## src/rtl/rom_rd_arbiter_pkg.sv

```systemverilog
// Shared definitions for the dual-port ROM read arbiter.
// Packed buses (req_addr, rsp_data): requester i occupies bits [i*W +: W], W = slice width.
package rom_rd_arbiter_pkg;

    localparam int DEF_ROM_LATENCY = 2;
    localparam int MAX_IDW         = 3;   // enough for up to 8 requesters

    typedef struct packed {
        logic               vld;
        logic [MAX_IDW-1:0] id;
    } tag_t;

    function automatic int clog2(input int v);
        int r;
        r = 0;
        for (int i = 0; i < 31; i++)
            if ((1 << i) < v) r = i + 1;
        return r;
    endfunction

endpackage

```

## src/rtl/rom_rd_arbiter_rr_dual_grant.sv

```systemverilog
// Round-robin picker: first two requesters with req set, scanning upward from ptr.
module rr_dual_grant
    import rom_rd_arbiter_pkg::*;
#(
    parameter int N_REQ = 4,
    parameter int IDW   = 2
) (
    input  logic [N_REQ-1:0] req,
    input  logic [IDW-1:0]   ptr,
    input  logic             hold,
    output logic [IDW-1:0]   grant_a,
    output logic             grant_a_vld,
    output logic [IDW-1:0]   grant_b,
    output logic             grant_b_vld
);

    always_comb begin
        grant_a     = '0;
        grant_a_vld = 1'b0;
        grant_b     = '0;
        grant_b_vld = 1'b0;
        if (!hold) begin
            // k is scan distance from ptr; i matches the rotated index so req is only indexed by constants
            for (int k = 0; k < N_REQ; k++) begin
                for (int i = 0; i < N_REQ; i++) begin
                    if (i == (int'(ptr) + k) % N_REQ && req[i]) begin
                        if (!grant_a_vld) begin
                            grant_a_vld = 1'b1;
                            grant_a     = IDW'(i);
                        end else if (!grant_b_vld) begin
                            grant_b_vld = 1'b1;
                            grant_b     = IDW'(i);
                        end
                    end
                end
            end
        end
    end

endmodule

```

## src/rtl/rom_rd_arbiter.sv

```systemverilog
// Arbitrates N_REQ read requesters onto the two read ports of an external ROM
// and routes returning data back to the requester by tag.
module rom_rd_arbiter
    import rom_rd_arbiter_pkg::*;
#(
    parameter int N_REQ       = 4,
    parameter int MXADRB      = 12,
    parameter int MXDATB      = 9,
    parameter int ROM_LATENCY = DEF_ROM_LATENCY
) (
    input  logic                      clk,
    input  logic                      rst,
    input  logic                      hold,
    input  logic [N_REQ-1:0]          req_valid,
    input  logic [N_REQ*MXADRB-1:0]   req_addr,
    output logic [N_REQ-1:0]          req_ready,
    output logic [MXADRB-1:0]         rom_addra,
    output logic [MXADRB-1:0]         rom_addrb,
    input  logic [MXDATB-1:0]         rom_douta,
    input  logic [MXDATB-1:0]         rom_doutb,
    output logic [N_REQ-1:0]          rsp_valid,
    output logic [N_REQ*MXDATB-1:0]   rsp_data,
    output logic                      busy
);

    localparam int IDW  = clog2(N_REQ);
    localparam int CNTW = clog2(2*(ROM_LATENCY+2)+1);
    localparam int L    = ROM_LATENCY;

    logic [IDW-1:0]    rr_ptr, ga, gb, last_gnt;
    logic              ga_vld, gb_vld;
    logic [MXADRB-1:0] addr_a_sel, addr_b_sel;
    logic [N_REQ-1:0]  hit_a, hit_b;
    logic [CNTW-1:0]   inflight, n_acc, n_rsp;
    tag_t              tag_a [L+1];
    tag_t              tag_b [L+1];

    // Reset also masks grants so nothing can be accepted while rst is high.
    rr_dual_grant #(.N_REQ(N_REQ), .IDW(IDW)) u_grant (
        .req         (req_valid),
        .ptr         (rr_ptr),
        .hold        (hold | rst),
        .grant_a     (ga),
        .grant_a_vld (ga_vld),
        .grant_b     (gb),
        .grant_b_vld (gb_vld)
    );

    always_comb begin
        req_ready  = '0;
        addr_a_sel = '0;
        addr_b_sel = '0;
        hit_a      = '0;
        hit_b      = '0;
        n_rsp      = '0;
        for (int i = 0; i < N_REQ; i++) begin
            if (ga_vld && ga == IDW'(i)) begin
                req_ready[i] = 1'b1;
                addr_a_sel   = req_addr[i*MXADRB +: MXADRB];
            end
            if (gb_vld && gb == IDW'(i)) begin
                req_ready[i] = 1'b1;
                addr_b_sel   = req_addr[i*MXADRB +: MXADRB];
            end
            hit_a[i] = tag_a[L].vld && tag_a[L].id == MAX_IDW'(i);
            hit_b[i] = tag_b[L].vld && tag_b[L].id == MAX_IDW'(i);
            n_rsp    = n_rsp + CNTW'(rsp_valid[i]);
        end
    end

    assign n_acc    = CNTW'(ga_vld) + CNTW'(gb_vld);
    assign last_gnt = gb_vld ? gb : ga;
    assign busy     = (inflight != '0);

    always_ff @(posedge clk or posedge rst) begin
        if (rst) begin
            rr_ptr    <= '0;
            rom_addra <= '0;
            rom_addrb <= '0;
            inflight  <= '0;
        end else begin
            if (ga_vld)
                rr_ptr <= (last_gnt == IDW'(N_REQ-1)) ? '0 : last_gnt + IDW'(1);
            if (ga_vld) rom_addra <= addr_a_sel;
            if (gb_vld) rom_addrb <= addr_b_sel;
            inflight <= inflight + n_acc - n_rsp;
        end
    end

    // Tag stage L lines up with the ROM data word for that port.
    always_ff @(posedge clk or posedge rst) begin
        if (rst) begin
            for (int k = 0; k <= L; k++) begin
                tag_a[k] <= '0;
                tag_b[k] <= '0;
            end
        end else begin
            tag_a[0] <= {ga_vld, MAX_IDW'(ga)};
            tag_b[0] <= {gb_vld, MAX_IDW'(gb)};
            for (int k = 1; k <= L; k++) begin
                tag_a[k] <= tag_a[k-1];
                tag_b[k] <= tag_b[k-1];
            end
        end
    end

    always_ff @(posedge clk or posedge rst) begin
        if (rst) begin
            rsp_valid <= '0;
            rsp_data  <= '0;
        end else begin
            for (int i = 0; i < N_REQ; i++) begin
                rsp_valid[i] <= hit_a[i] | hit_b[i];
                if (hit_a[i])
                    rsp_data[i*MXDATB +: MXDATB] <= rom_douta;
                else if (hit_b[i])
                    rsp_data[i*MXDATB +: MXDATB] <= rom_doutb;
            end
        end
    end

endmodule

```

## config.mk

```make
export PLATFORM = sky130hd
export DESIGN_NAME = rom_rd_arbiter
export DESIGN_NICKNAME = d
export VERILOG_FILES = /design/src/rtl/rom_rd_arbiter_pkg.sv /design/src/rtl/rom_rd_arbiter_rr_dual_grant.sv /design/src/rtl/rom_rd_arbiter.sv
export SDC_FILE = /design/constraint.sdc
export NUM_CORES = 1
export LEC_CHECK = 0
export ABC_CLOCK_PERIOD_IN_PS = 6300
export CAP_MARGIN = 20
export CORE_ASPECT_RATIO = 0.6
export CORE_UTILIZATION = 53
export CTS_BUF_LIST = sky130_fd_sc_hd__clkbuf_4 sky130_fd_sc_hd__clkbuf_8
export DETAILED_ROUTE_END_ITERATION = 10
export DONT_BUFFER_PORTS = 1
export HOLD_SLACK_MARGIN = 0.06
export PLACE_DENSITY = 0.76
export SLEW_MARGIN = 40
export SYNTH_ARGS = -nofsm -noshare
export SYNTH_HDL_FRONTEND = slang
export SYNTH_SLANG_ARGS = --single-unit
```

## constraint.sdc

```tcl
create_clock -name clk -period 6.3 [get_ports clk]
set_clock_uncertainty 0.05 [all_clocks]
set_input_delay 1.89 -clock clk [delete_from_list [all_inputs] [get_ports clk]]
set_output_delay 1.89 -clock clk [all_outputs]
set_load 0.005 [all_outputs]
```

==> impl_metrics.tcl, run 1 <==
set metrics [dict create \
    status "finished, final reports clean" \
    cts.sinks 88 \
    worst_hold_path.endpoint "tag_a[3]" \
    worst-endpoint-arrival_ps 4230 \
    r2r_slack_ps 1560 \
    floorplan_die_area_sq_um 10500 \
    worst_setup_path_start_kind "input pin" \
    irDropWorstVdd_mv 0.201 \
    gp_congestion 0.940 \
    vias 4436 \
    n_fill_cell 830 \
    cts_tree "built" \
    syn_avg_cell_area_sq_um 9.75 \
    drive_above_1_share 0.146 \
    route.final.wire_length_mm 15.6 \
    layout_worst_path_cycle_share 0.980 \
    synth_area_sq_um 5360 \
    final_net_count 636 \
    synthToLayoutAreaGrowth_pct 7.18 \
    cts_hold_buffers 0 \
    placement.io_buffers 0 \
    cts-root-buf "clkbuf_8" \
    asyncSetResetFlopFracSynth 1.00 \
    post-place-ws_ps 128 \
    fmax_mhz 162 \
    vias_per_cell 6.41 \
    seq_area_frac_synth 0.411 \
    netlist.area_leader.share 0.411 \
    dominantRegCellSynth "dfrtp_1" \
    timing.final.max_slew_violations 0 \
    period_needed_ps 6170 \
    grt_first_pass_wirelength_mm 23.2 \
    track_usage 0.295 \
    post_synth_inst_count 550 \
    reg2regPathDepth 17 \
    hold_viol_final 0 \
    fin_worst_hold_slack_ps 303 \
    overall_overflow_remaining_after_global_route 0 \
    worstSetupEndpointType "primary output" \
    synth.top_cells.by_area "dfrtp_1 (41%), mux2i_1 (12%), nand2_1 (5.5%)" \
    first_global_vias 4134 \
    initial_core_util 0.545 \
    ys_warn_count 0 \
    mappedNetlistNets 635 \
    grt_antenna_before_repair 1 \
    final-seq-area_sq_um 2200 \
    worst_setup_path_startpoint "req_valid[0]" \
    num_rows 28 \
    firstDrtPassIters 5 \
    placeableCoreArea_sq_um 9840 \
    p_leak_nw 2.73 \
    multiInputGateArea_sq_um 2910 \
    finalSetupViolCount 0 \
    tightest_slew_ps 796 \
    synth_top_area_cell "dfrtp_1" \
    dp_hpwl_mm 11.6 \
    timing.setup.tns_ps 0 \
    clkLatencyLatePin_ps 360 \
    numCtsBuffers 9 \
    hold_class "reg -> reg" \
    cts.reportedPaths.clkPinSlew_ps 80 \
    critical_path.reg2reg.startpoint "rr_ptr[0]" \
    die_w_um 132 \
    setup_repair_after_global_routing_missed_its_margin "no" \
    grt_max_degree 50 \
    synthDistinctLibCells 68 \
    ys_ff_latch 88 \
    worst_slew_margin_rel 0.468 \
    cellPowerDensity_nw_per_um2 476 \
    ctsHtreeMaxLevel 3 \
    timing_worst_setup_path_type "in -> out" \
    drtAntennaViolNets 0 \
    count_of_flip_flops_with_a_built_in_enable_after_synthesis 0 \
    floorplan.die.height_um 79.9 \
    hold-path-cell-count 0 \
    drt_iter0_markers 396 \
    report.power.total_mw 2.74 \
    cp_data_required_time_ps 4360 \
    regToRegEndpoint "inflight[3]" \
    worstPathMaxFanout 14 \
    max-clock-path-buffers 2 \
    setup_slack_ps 126 \
    min_from "tag_a[7]" \
    detail_route.wl_per_cell_um 22.5 \
    remaining_drc_errors 0 \
    io-pin-count 142 \
    drv.max_cap_violation_count 0 \
]
[metrics by stage]
step | std cells | util | area (sq um)
5_1_grt | 692 | 0.584 | 5750
6_report | 692 | 0.584 | 5750
3_5_place_dp | 675 | 0.565 | 5560
3_3_place_gp | 675 | 0.563 | 5540
2_1_floorplan | 550 | - | 5360
4_1_cts | 690 | 0.583 | 5740
[how the worst max path moves through the flow]
stage | cells past startpoint | to | slack [ps]
final | 12 | req_ready[3] | 130
after global routing | 12 | req_ready[3] | 40
after CTS | 9 | req_ready[2] | 120
after detailed placement | 9 | req_ready[2] | 130
after global placement | 9 | req_ready[2] | 180
after floorplan | 13 | req_ready[0] | 50
[state kept, by name, indices dropped and copies added (netlist names)]
register / flops
rsp_data: 36
rom_addra: 12
rom_addrb: 12
tag_a: 9
tag_b: 9
inflight: 4
rsp_valid: 4
rr_ptr: 2
[cell families after synthesis]
kind of cell,after synthesis,share of synthesized area
compound gates,162,0.220
xor+xnor,2,0.00327
fa+ha+maj,12,0.0350
buf+inv,60,0.0536
flops,88,0.411
mux,73,0.139
simple gates,153,0.138
[critical path, stage by stage]
cell      delay, ps
nand2_1         130
inv_1            90
ha_1            210
or2_2           290
a21oi_1         200
buf_4           150
o21ai_1          90
a211oi_1        240
a32o_1          190
buf_4           260
nand2_1         180
o21ai_0         320
[cells in the final DEF, fill, tap and decap left out, drive strengths merged, types with 5 or more instances in the layout]
master	Yosys	final
nand2b	11	11
nand2	79	79
o21ai	52	52
a22oi	5	5
nand3	9	9
o21a	5	5
a22o	15	15
o211ai	6	6
nor2	20	20
dfrtp	88	88
a221o	6	6
mux2	11	11
clkbuf	16	10
inv	25	26
or2	7	7
buf	19	25
mux2i	62	62
ha	7	7
o22ai	7	7
a21oi	24	24
nor2b	6	6
fa	5	5
[Yosys cell counts (6+ instances only)]
| library cell | number |
|---|---|
| a22o_1 | 15 |
| o21ai_0 | 48 |
| a21oi_1 | 22 |
| nand3_1 | 8 |
| or2_2 | 6 |
| nand2b_1 | 11 |
| buf_4 | 6 |
| inv_1 | 24 |
| ha_1 | 7 |
| buf_2 | 8 |
| o22ai_1 | 6 |
| mux2_2 | 7 |
| nor2_1 | 17 |
| nor2b_1 | 6 |
| nand2_1 | 78 |
| mux2i_1 | 62 |
| dfrtp_1 | 88 |
| a221o_1 | 6 |
| clkbuf_1 | 16 |
[routing by layer]
metal	wire length, um	up-vias	share of wire	global-route usage
met3	1880	14	0.12	0.133
met5	77	-	0.0049	0.0606
met2	6850	209	0.44	0.426
met1	6580	2206	0.42	0.390
met4	189	2	0.012	0.0860
li1	-	2005	-	-
[power breakdown]
group	switching [mW]	total (mW)	internal, mW
combinational	0.764	1.34	0.581
clock	0.208	0.364	0.156
sequential	0.224	1.03	0.805
[what timing repair did]
| item | CTS | global route |
|---|---|---|
| endpoints found under the setup margin | 0 | 4 |
| gates resized for setup | 0 | 2 |
| buffers inserted | 0 | 0 |
[cell type report]
class,instances,share of cell area
multi-input combinational,402,0.506
sequential,88,0.383
timing repair buffer,25,0.0326
tap,135,0.0294
clock buffer,10,0.0239
inverter,25,0.0172
clock inverter,5,0.00696
antenna,2,0.000871
Note: power is estimated with default switching activity, not from simulation.
==> inputs of run 2 (changes only) <==
Settings changed: ABC_CLOCK_PERIOD_IN_PS 6300 to 6200, PLACE_DENSITY 0.76 to 0.73.
Clock period 6.3 ns to 6.2 ns, I/O delays scaled along.
==> run 2 against run 1 <==
Against the previous run: global-route usage down 1.0 points; via count about the same; clock power is 13% higher; die area is the same; register-to-register slack got worse by 150 ps; count of clock-buffer cells in the layout up 2; combinational power up 3%; largest cell class unchanged.
==> impl_metrics.tcl, run 2 (synthesized netlist as in run 1, its figures left out) <==
set metrics [dict create \
    status "finished, final reports clean" \
    final-seq-area_sq_um 2200 \
    cts.repair_timing.setup_buffer_count 0 \
    period_needed_ps 6140 \
    n_fill_cell 827 \
    first_global_vias 4305 \
    remaining_drc_errors 0 \
    drive_above_1_share 0.149 \
    tightest_slew_ps 801 \
    worstSetupEndpointType "primary output" \
    synthToLayoutAreaGrowth_pct 8.00 \
    vias 4434 \
    grt_max_degree 47 \
    worst_setup_path_start_kind "input pin" \
    grt_use_met1 0.397 \
    cellPowerDensity_nw_per_um2 487 \
    worst-endpoint-arrival_ps 4230 \
    io-pin-count 142 \
    hold_viol_final 0 \
    fin_worst_hold_slack_ps 299 \
    timing.final.max_slew_violations 0 \
    seq_power_share 0.366 \
    cts_hold_buffers 0 \
    cts.reportedPaths.clkPinSlew_ps 80 \
    irDropWorstVdd_mv 0.204 \
    route.final.wire_length_mm 15.0 \
    top_regs "rsp_data x36, rom_addra x12, rom_addrb x12" \
    globalRoute.busiestLayer "met2" \
    final_net_count 636 \
    placeableCoreArea_sq_um 9840 \
    multiInputGateArea_sq_um 2930 \
    grt.met2_usage 0.420 \
    hold_class "reg -> reg" \
    cp_data_required_time_ps 4290 \
    finish.instance_area_sq_um 5790 \
    grt_antenna_before_repair 0 \
    most_common_cell_after_layout_fill_and_taps_aside "dfrtp_1" \
    overall_overflow_remaining_after_global_route 0 \
    track_usage 0.285 \
    finalSetupViolCount 0 \
    swShare 0.426 \
    layout.cells.most_common_list "dfrtp_1 (88), nand2_1 (77), mux2i_1 (62), o21ai_0 (47), buf_4 (24)" \
    power.switching_mw 1.20 \
    cts-root-buf "clkbuf_8" \
    top_register "rsp_data" \
    dpl-instance-area_sq_um 5560 \
    pwr-share-clk 0.146 \
    worst_slew_margin_rel 0.466 \
    reg2regPathDepth 17 \
    floorplan.die.height_um 79.9 \
    antenna_cells_inserted 0 \
    initial_core_util 0.545 \
    num_rows 28 \
    placement.io_buffers 0 \
    fmax_mhz 163 \
    hold-path-cell-count 0 \
    gp_congestion 0.874 \
    p_leak_nw 2.74 \
    groute.layer.met3.usage 0.0895 \
    max-clock-path-buffers 2 \
    drtAntennaViolNets 0 \
    clkLatencyLatePin_ps 360 \
    floorplan_die_area_sq_um 10500 \
    ctsHtreeMaxLevel 3 \
    worstPathMaxFanout 10 \
    firstDrtPassIters 5 \
    drt_iter0_markers 447 \
    cts.sinks 88 \
    vias_per_cell 6.42 \
    layout_worst_path_cycle_share 0.990 \
    grt_first_pass_wirelength_mm 22.9 \
    dp_hpwl_mm 11.1 \
    cts_tree "built" \
    numCtsBuffers 9 \
    detail_route.wl_per_cell_um 21.6 \
    intPower_mw 1.62 \
    die_w_um 132 \
    timing.setup.tns_ps 0 \
    drv.max_cap_violation_count 0 \
    combinationalPowerShare 0.488 \
    max_ffs_per_register 36 \
    timing_worst_setup_path_type "in -> out" \
]
run 2: changes by cell type in the layout (fill, tap and decap cells not counted), sizes merged:
cell      change
bufinv        +1
clkbuf        +2
clkinv        -3
clkinvlp      +2
diode         -2
inv           -1
run 2: final cells by class:
cell class / instances / share of cell area
Clock buffer: 12 / 0.0263
Clock inverter: 4 / 0.00929
Inverter: 25 / 0.0166
Multi-Input combinational cell: 402 / 0.505
Sequential cell: 88 / 0.380
Tap cell: 135 / 0.0292
Timing Repair Buffer: 25 / 0.0330
run 2: timing repair:
action / CTS / global route
resized for setup: 2 / 5
cloned: 0 / 0
endpoints found under the setup margin: 1 / 4
hold endpoints to repair: 0 / 0
run 2: metrics by stage:
step / utilization / worst slack [ps] / std cells / power (mW)
2_1_floorplan: - / 9.16 / 550 / 2.01
3_3_place_gp: 0.563 / 133 / 675 / 2.33
3_5_place_dp: 0.564 / -52.4 / 675 / 2.38
4_1_cts: 0.586 / 81.1 / 691 / 2.81
5_1_grt: 0.588 / -16.4 / 691 / 3.00
6_report: 0.588 / 59.2 / 691 / 2.82
run 2: critical path, stage by stage:
cell and delay, ps:
nand2_1 120, inv_1 110, ha_1 200, or2_2 310
a21oi_4 160, nor2_1 80, o32a_1 350, a32o_1 290
or2_2 370, o22ai_1 220, buf_4 160
run 2: layer usage:
metal,up-vias,share of wire
met3,32,0.11
met2,269,0.43
met5,-,0
met1,2141,0.44
met4,0,0.017
li1,1992,-
run 2: power groups by stage:
stage          Sequential, mW  Combinational [mW]  Clock (mW)
2_1_floorplan           0.960                1.05           0
3_3_place_gp             1.03                1.30           0
3_5_place_dp             1.04                1.34           0
4_1_cts                  1.03                1.35       0.423
5_1_grt                  1.06                1.50       0.441
6_report                 1.03                1.38       0.411
run 2: final timing paths:
kind                              start            to  slack [ps]
setup / recovery           req_valid[1]  req_ready[0]          60
hold / removal                 tag_a[5]      tag_a[1]         300
setup reg to reg              rr_ptr[0]   inflight[3]        1410
hold reg to reg                tag_a[5]      tag_a[1]         300
max in group asynchronous           rst      tag_b[7]        3760
min in group asynchronous           rst  rom_addrb[1]        1360
